<file path="src/rtl/pipeline_ctrl.sv">
// pipeline_ctrl: hazard/stall controller producing PC and pipeline-register write/flush controls.
// Latency: controls are combinational from current state and inputs; state, counters, error flag are registered.
// Backpressure: a data-memory miss freezes every stage until memReady, or forever once MEM_TIMEOUT expires.
//
// Ports:
//   clock, reset            - pipeline clock, synchronous active-high reset
//   idRs, idRt, idUsesRt    - source registers of the instruction in ID
//   exMemRead, exWriteRegister, exBranchTaken - EX-stage load/destination/taken-branch info
//   memReq, memReady        - MEM-stage data-memory handshake
//   pcWrite .. memWbFlush   - write enables / NOP-insert controls for PC and pipeline registers
//   memError, state         - sticky timeout flag and FSM state (0 RUN, 1 MEM_WAIT, 2 ERROR)
//   stallCycles             - saturating count of cycles with pcWrite=0
module pipeline_ctrl #(
  parameter int MEM_TIMEOUT = 255,
  parameter int CNT_W       = 16
) (
  input  logic             clock,
  input  logic             reset,
  input  logic [4:0]       idRs,
  input  logic [4:0]       idRt,
  input  logic             idUsesRt,
  input  logic             exMemRead,
  input  logic [4:0]       exWriteRegister,
  input  logic             exBranchTaken,
  input  logic             memReq,
  input  logic             memReady,
  output logic             pcWrite,
  output logic             ifIdWrite,
  output logic             ifIdFlush,
  output logic             idExWrite,
  output logic             idExFlush,
  output logic             exMemWrite,
  output logic             memWbWrite,
  output logic             memWbFlush,
  output logic             memError,
  output logic [1:0]       state,
  output logic [CNT_W-1:0] stallCycles
);

  typedef enum logic [1:0] {
    RUN      = 2'd0,
    MEM_WAIT = 2'd1,
    ERROR    = 2'd2
  } stateT;

  localparam logic [15:0] TIMEOUT = 16'(MEM_TIMEOUT);

  stateT       stateQ, stateNext;
  logic [15:0] waitCnt, waitNext;
  logic        errNext;
  logic        freeze;
  logic        loadUse;

  // $0 is never a real producer, so a load targeting it cannot create a hazard.
  assign loadUse = exMemRead && (exWriteRegister != 5'd0) &&
                   ((exWriteRegister == idRs) || (idUsesRt && (exWriteRegister == idRt)));

  assign state = stateQ;

  always_comb begin
    stateNext  = stateQ;
    waitNext   = waitCnt;
    errNext    = memError;
    freeze     = 1'b0;
    pcWrite    = 1'b1;
    ifIdWrite  = 1'b1;
    ifIdFlush  = 1'b0;
    idExWrite  = 1'b1;
    idExFlush  = 1'b0;
    exMemWrite = 1'b1;
    memWbWrite = 1'b1;
    memWbFlush = 1'b0;

    case (stateQ)
      RUN: begin
        if (memReq && !memReady) begin
          freeze    = 1'b1;
          stateNext = MEM_WAIT;
          waitNext  = 16'd1;
        end
      end
      MEM_WAIT: begin
        if (memReady) begin
          stateNext = RUN;
          waitNext  = 16'd0;
        end else if (waitCnt < TIMEOUT) begin
          freeze   = 1'b1;
          waitNext = 16'(waitCnt + 16'd1);
        end else begin
          freeze    = 1'b1;
          errNext   = 1'b1;
          stateNext = ERROR;
        end
      end
      // ERROR and the unused encoding 3 both hold the pipeline frozen until reset.
      default: begin
        freeze    = 1'b1;
        stateNext = ERROR;
      end
    endcase

    if (reset) begin
      pcWrite    = 1'b0;
      ifIdWrite  = 1'b0;
      ifIdFlush  = 1'b1;
      idExWrite  = 1'b0;
      idExFlush  = 1'b1;
      exMemWrite = 1'b0;
      memWbWrite = 1'b0;
      memWbFlush = 1'b1;
      stateNext  = RUN;
      waitNext   = 16'd0;
      errNext    = 1'b0;
    end else if (freeze) begin
      // Stages hold their contents; only MEM->WB drains a bubble so WB does not retire twice.
      pcWrite    = 1'b0;
      ifIdWrite  = 1'b0;
      idExWrite  = 1'b0;
      exMemWrite = 1'b0;
      memWbWrite = 1'b0;
      memWbFlush = 1'b1;
    end else if (exBranchTaken) begin
      // Squashing ID also removes any load-use dependency it had.
      ifIdFlush = 1'b1;
      idExFlush = 1'b1;
    end else if (loadUse) begin
      pcWrite   = 1'b0;
      ifIdWrite = 1'b0;
      idExFlush = 1'b1;
    end
  end

  always_ff @(posedge clock) begin
    if (reset) begin
      stateQ      <= RUN;
      waitCnt     <= 16'd0;
      memError    <= 1'b0;
      stallCycles <= '0;
    end else begin
      stateQ   <= stateNext;
      waitCnt  <= waitNext;
      memError <= errNext;
      if (!pcWrite && (stallCycles != {CNT_W{1'b1}})) begin
        stallCycles <= stallCycles + {{(CNT_W-1){1'b0}}, 1'b1};
      end
    end
  end

endmodule

</file>
<file path="config.mk">
export PLATFORM = sky130hd
export DESIGN_NAME = pipeline_ctrl
export DESIGN_NICKNAME = d
export VERILOG_FILES = /design/src/rtl/pipeline_ctrl.sv
export SDC_FILE = /design/constraint.sdc
export NUM_CORES = 1
export LEC_CHECK = 0
export BUFFER_PORTS_ARGS = -buffer_cell sky130_fd_sc_hd__buf_2
export CAP_MARGIN = 10
export CELL_PAD_IN_SITES_DETAIL_PLACEMENT = 0
export CELL_PAD_IN_SITES_GLOBAL_PLACEMENT = 2
export CORE_ASPECT_RATIO = 0.9
export CORE_UTILIZATION = 32
export DETAILED_ROUTE_END_ITERATION = 12
export GPL_TIMING_DRIVEN = 0
export PLACE_DENSITY = 0.88
export SLEW_MARGIN = 5
export SYNTH_ARGS = -nofsm -noshare
export SYNTH_HDL_FRONTEND = slang
export SYNTH_SLANG_ARGS = --single-unit
</file>
<file path="constraint.sdc">
create_clock -name clock -period 4.2 [get_ports clock]
set_clock_uncertainty 0.1 [all_clocks]
set_input_delay 0.42 -clock clock [delete_from_list [all_inputs] [get_ports clock]]
set_output_delay 0.42 -clock clock [all_outputs]
set_load 0.01 [all_outputs]
</file>
### After elaboration in Yosys (flattened, before gate mapping)

Cells that the tools add are included.

* register bits after elaboration: 35
* input port bits: 22
* output and inout port bits: 27
* logic and storage cells: 56

* add/sub/neg operators: 2
* order comparisons: 1
* equal/unequal tests: 7
* mux-type cells: 26
* bitwise operators: 2
* reduce and logical (&&, ||, !) cells: 14

Operator list (number)
* $mux W16: 3
* $add A16 B1 Y16 const B: 2
* $pmux W16 S2: 1
* $mux W1: 17
* $lt A16 B8 Y1 const B: 1
* $ne A16 B16 Y1 const B: 1
* $eq A5 B5 Y1: 2
* $mux W2: 3
* $ne A3 B3 Y1 const B: 2
* $reduce_and A3 Y1: 2
* $logic_and A1 B1 Y1: 5
* $reduce_bool A5 Y1: 1
* $pmux W2 S2: 1
* $eq A2 B1 Y1 const B: 1
* $logic_not A1 Y1: 2
* $logic_not A2 Y1: 1
* $ne A2 B2 Y1 const B: 1
* $not A1 Y1: 2
* $pmux W1 S2: 1
* $reduce_and A2 Y1: 1
* $reduce_bool A2 Y1: 1
* $logic_or A1 B1 Y1: 1

### Logic depth before layout (Yosys ltp)

* depth after elaboration: 10
* depth in mapped cells: 10
* gate-level depth less buffers: 8

### Worst setup path after synthesis

Ideal clock, no wire load.

* path kind: in2out
* from: input port exWriteRegister[1]
* to: output port pcWrite
* arrival time: 1691 ps
* data required time: 3680 ps
* path slack: 1989 ps
* stages: 5
* buffers on the path: 1
* path through: or4_1 o21ai_2 nor2_1 a21oi_1 buf_4

* word-level cells in the longest chain between the ends: 8
* elaborated cells between the ends (all ways): 11
* classes of those cells: eq/ne: 2; mux: 4; reduce/logical: 5

RTL lines
* start: declaration: line 23 `input logic [4:0] exWriteRegister,`
* $eq A5 B5 Y1: line 56 `((exWriteRegister == idRs) || (idUsesRt && (exWriteRegister == idRt)));`
* $logic_and A1 B1 Y1: line 56
* $logic_or A1 B1 Y1: line 56
* $logic_and A1 B1 Y1 *: line 55 `assign loadUse = exMemRead && (exWriteRegister != 5'd0) &&`
* $mux W1 * (4 in series)
* end: declaration: line 27 `output logic pcWrite,`

Every way passes the cells marked *; elsewhere a longest branch is shown, timed or not.

### Final worst setup path

* from: input port exWriteRegister[1]
* to: output port pcWrite

* word-level cells in the longest chain between the ends: 8
* elaborated cells between the ends (all ways): 11
* classes of those cells: eq/ne: 2; mux: 4; reduce/logical: 5

RTL lines
* $eq A5 B5 Y1: line 56
* $logic_and A1 B1 Y1: line 56
* $logic_or A1 B1 Y1: line 56
* $logic_and A1 B1 Y1 *: line 55
* $mux W1 *: line 126 `end else if (loadUse) begin`
* $mux W1 *: line 122 `end else if (exBranchTaken) begin`
* $mux W1 *: line 114 `end else if (freeze) begin`
* $mux W1 *: line 102 `if (reset) begin`

Marks and branches as above.

==> summary.md <==
| Metric | Value |
|---|---|
| Clk sinks | 35 |
| Slowest stage delay, CP | 530 ps |
| Final Max Tran Viols | 0 |
| Initial antenna violation count | 0 |
| Vias in the first global route | approximately 1.6k |
| CP Capture Type | output pin |
| Final Hold Fails | 0 |
| Initial core utilization | 0.3382 |
| Rel. slew slack | 0.6363 |
| Synth Net Count | 247 |
| Floorplan core area | 5349 um^2 |
| CP bufs+invs | 3 |
| CTS Hold Bufs | 0 |
| Initial drt markers | 58 |
| Total power | 702.1 uW |
| DP Area | 2133 um^2 |
| Critical Path Start | exWriteRegister[1] |
| Cell area after layout | 2233 um^2 |
| Post-Synth Adder-Cell Area | 0.01383 |
| Final worst slack | ~1800 ps |
| Fin Hold WS | 262.7 ps |
| Avg Cell Area, Syn | 8.113 um^2 |
| Synthesis Warnings | 0 |
| Max VDD drop | 0.0001329 V |
| Required @ worst endpoint | around 3700 ps |
| IO buf count | 48 |
| Skew-Pair Late Insertion Delay | 290 ps |
| Status | completed |
| Clock Pin Slew Worst Setup and Hold Paths | 70 ps |
| Fraction of layout cells with a size suffix above 1 | 0.2401 |
| Worst path cell trace | buf_2 -> or4_1 -> o21ai_2 -> nor2_1 -> a21oi_1 -> buf_4 -> buf_2 |
| Unique masters post-synth | a little over 40 |
| CP max FO | 4 |
| Fin Setup TNS | 0 ps |
| Largest net degree at the start of global routing | 11 |
| H-tree level count | 2 |
| Max_cap viols | 0 |
| Layout Nets | 302 |
| Number of synthesized flops with an enable pin | 0 |
| Family with the most delay on the worst path | simple AND/OR/NAND/NOR gates |
| Post-CTS sizing | 0 |
| Fin crit share | 0.5754 |
| FF-to-FF Start | stallCycles[0] |
| DP HPWL | 3334 um |
| GRT Residual Overflow | 0 |
| Fmax | 413.8 MHz |
| Data arrival, critical path | 1900 ps |
| Routed Antenna Nets | 0 |
| Drc violations | 0 |
| Synth Area in Compound Gates | 0.1667 |
| Die area | 5959 um^2 |
| Rows | 25 |
| Ys async rst share | 0 |
| Wire length per cell | 12.69 um |
| Min-Delay Path Class | in2reg |
| Place WS | between 1500 and 2000 ps |
| Final setup viols | 0 |
| Pwr Density | 314.3 nW/um^2 |
| Mapped cell area | 1809 um^2 |
| Clk buf depth | 2 |
| Post-Syn Instances | 223 |
| Critical path launch point type | input port |
| Iteration count of the initial detailed-routing pass | 4 |
| DR vias/cell | between 5 and 6 |
| Type of the worst setup path | in2out |
| Leak | 0.8896 nW |
| Die width | a little over 80 um |
| CTS buffer count | 5 |
| Primary FF master, synth | dfxtp_1 |
| Overall Global Routing Usage | 0.1626 |
| Tmin final | 2417 ps |
| Simple-gate share of the synthesized area | 0.2918 |
| Post-synthesis mux area share | 0.01107 |
| I/O Pins | 49 |
| Post-CTS Setup Bufs | 0 |
| Slowest library cell on the worst path | or4_1 |
| Cell seen most often among critical-path stages | buf_2 |
| Diode count | 0 |
| Area Overhead vs Synth | 23.44% |
| CTS tree | built |
| Final core utilization | 0.4175 |
| Combinational family with the most area after synthesis | simple AND/OR/NAND/NOR gates |
| Total wire length | 4391 um |
| Vias | 1743 |
| Root Driver | clkbuf_8 |
| Placed instance count | 338 |
| HP Start | memReady |
| Post-Synth XOR/XNOR Area | 0.07261 |
| First-pass GRT wire length | 7376 um |
| Vert. Die Dim | 73.34 um |
| Least-Margin Pin Slew | 545.5 ps |
| Sequential fraction of the synthesis area | 0.3873 |
| Post-Layout Cell Count | 346 |
| RSZ-0062 raised after global routing | false |
| Placer Congestion | 0.7493 |
| Flops & latches, synth | 35 |
==> final timing paths <==
path                         end  slack [ps]  cells past startpoint
hold reg to reg         memError         350                      2
hold / removal          state[0]         260                      2
setup reg to reg  stallCycles[1]        1820                      9
setup / recovery         pcWrite        1780                      7
==> per-layer routing <==
layer / GRT usage / vias to the layer above / part of all wire
met2: 0.2306 / 46 / 0.41
met1: 0.2367 / 791 / 0.54
li1: - / 900 / -
met3: 0.03727 / 6 / 0.044
met5: 0 / - / 0
met4: 0.05952 / 0 / 0.013
==> power breakdown <==
| group | internal (mW) | total [mW] | leakage [nW] | switching (mW) |
|---|---|---|---|---|
| combinational | 0.0380 | 0.0856 | 0.555 | 0.0476 |
| sequential | 0.337 | 0.342 | 0.283 | 0.00574 |
| clock | 0.150 | 0.274 | 0.0515 | 0.124 |
| total | 0.524 | 0.702 | 0.890 | 0.178 |
==> flip-flops by register name (all words and copies together), names as in the netlist <==
| register | flops |
|---|---|
| stallCycles | 16 |
| waitCnt | 16 |
| state | 2 |
| memError | 1 |
==> cell families after synthesis <==
kind of cell	Yosys count
buffers and inverters	19
flip-flops	35
adder cells (fa/ha/maj)	2
multiplexers	2
AND/OR/NAND/NOR	102
AO/OA/AOI/OAI	48
XOR/XNOR	15
==> cell usage after synthesis (6+ instances only) <==
library cell / n / area share
dfxtp_1: 35 / 0.39
nor2_1: 23 / 0.048
nand2_1: 22 / 0.046
a21oi_1: 21 / 0.058
nand3_1: 12 / 0.033
xnor2_1: 10 / 0.048
inv_1: 9 / 0.019
nand4_1: 8 / 0.028
or3_1: 8 / 0.028
o21ai_0: 6 / 0.017
or4_1: 6 / 0.025
==> final cells by class <==
class | instances | area (um^2)
buffer | 10 | 68.82
clock buffer | 8 | 100.1
fill | 563 | 3115
inverter | 9 | 33.78
multi-input combinational | 169 | 1006
sequential | 35 | 700.7
tap | 67 | 83.83
timing repair buffer | 48 | 240.2
==> placed cells by master, fill, tap and decap left out, types with 2 or more instances in the layout <==
| master | Yosys | routed |
|---|---|---|
| nand4_1 | 8 | 8 |
| o21ai_1 | 4 | 4 |
| o31ai_1 | 4 | 4 |
| nor2_1 | 23 | 23 |
| o21ai_0 | 6 | 6 |
| ha_1 | 2 | 2 |
| or4_1 | 6 | 6 |
| nor3_1 | 3 | 3 |
| a21o_1 | 2 | 2 |
| a21oi_1 | 21 | 21 |
| clkbuf_1 | 4 | 5 |
| and3_1 | 4 | 4 |
| xor2_1 | 5 | 5 |
| buf_2 | 1 | 49 |
| o21bai_1 | 3 | 3 |
| or3_1 | 8 | 8 |
| clkbuf_8 | 0 | 7 |
| inv_1 | 9 | 9 |
| xnor2_1 | 10 | 10 |
| nand2_1 | 22 | 22 |
| buf_4 | 3 | 3 |
| dfxtp_1 | 35 | 35 |
| nor4_1 | 5 | 5 |
| and2_1 | 5 | 5 |
| nand3_1 | 12 | 12 |
| mux2i_1 | 2 | 2 |
No activity file was read; power rests on OpenSTA's default activity.
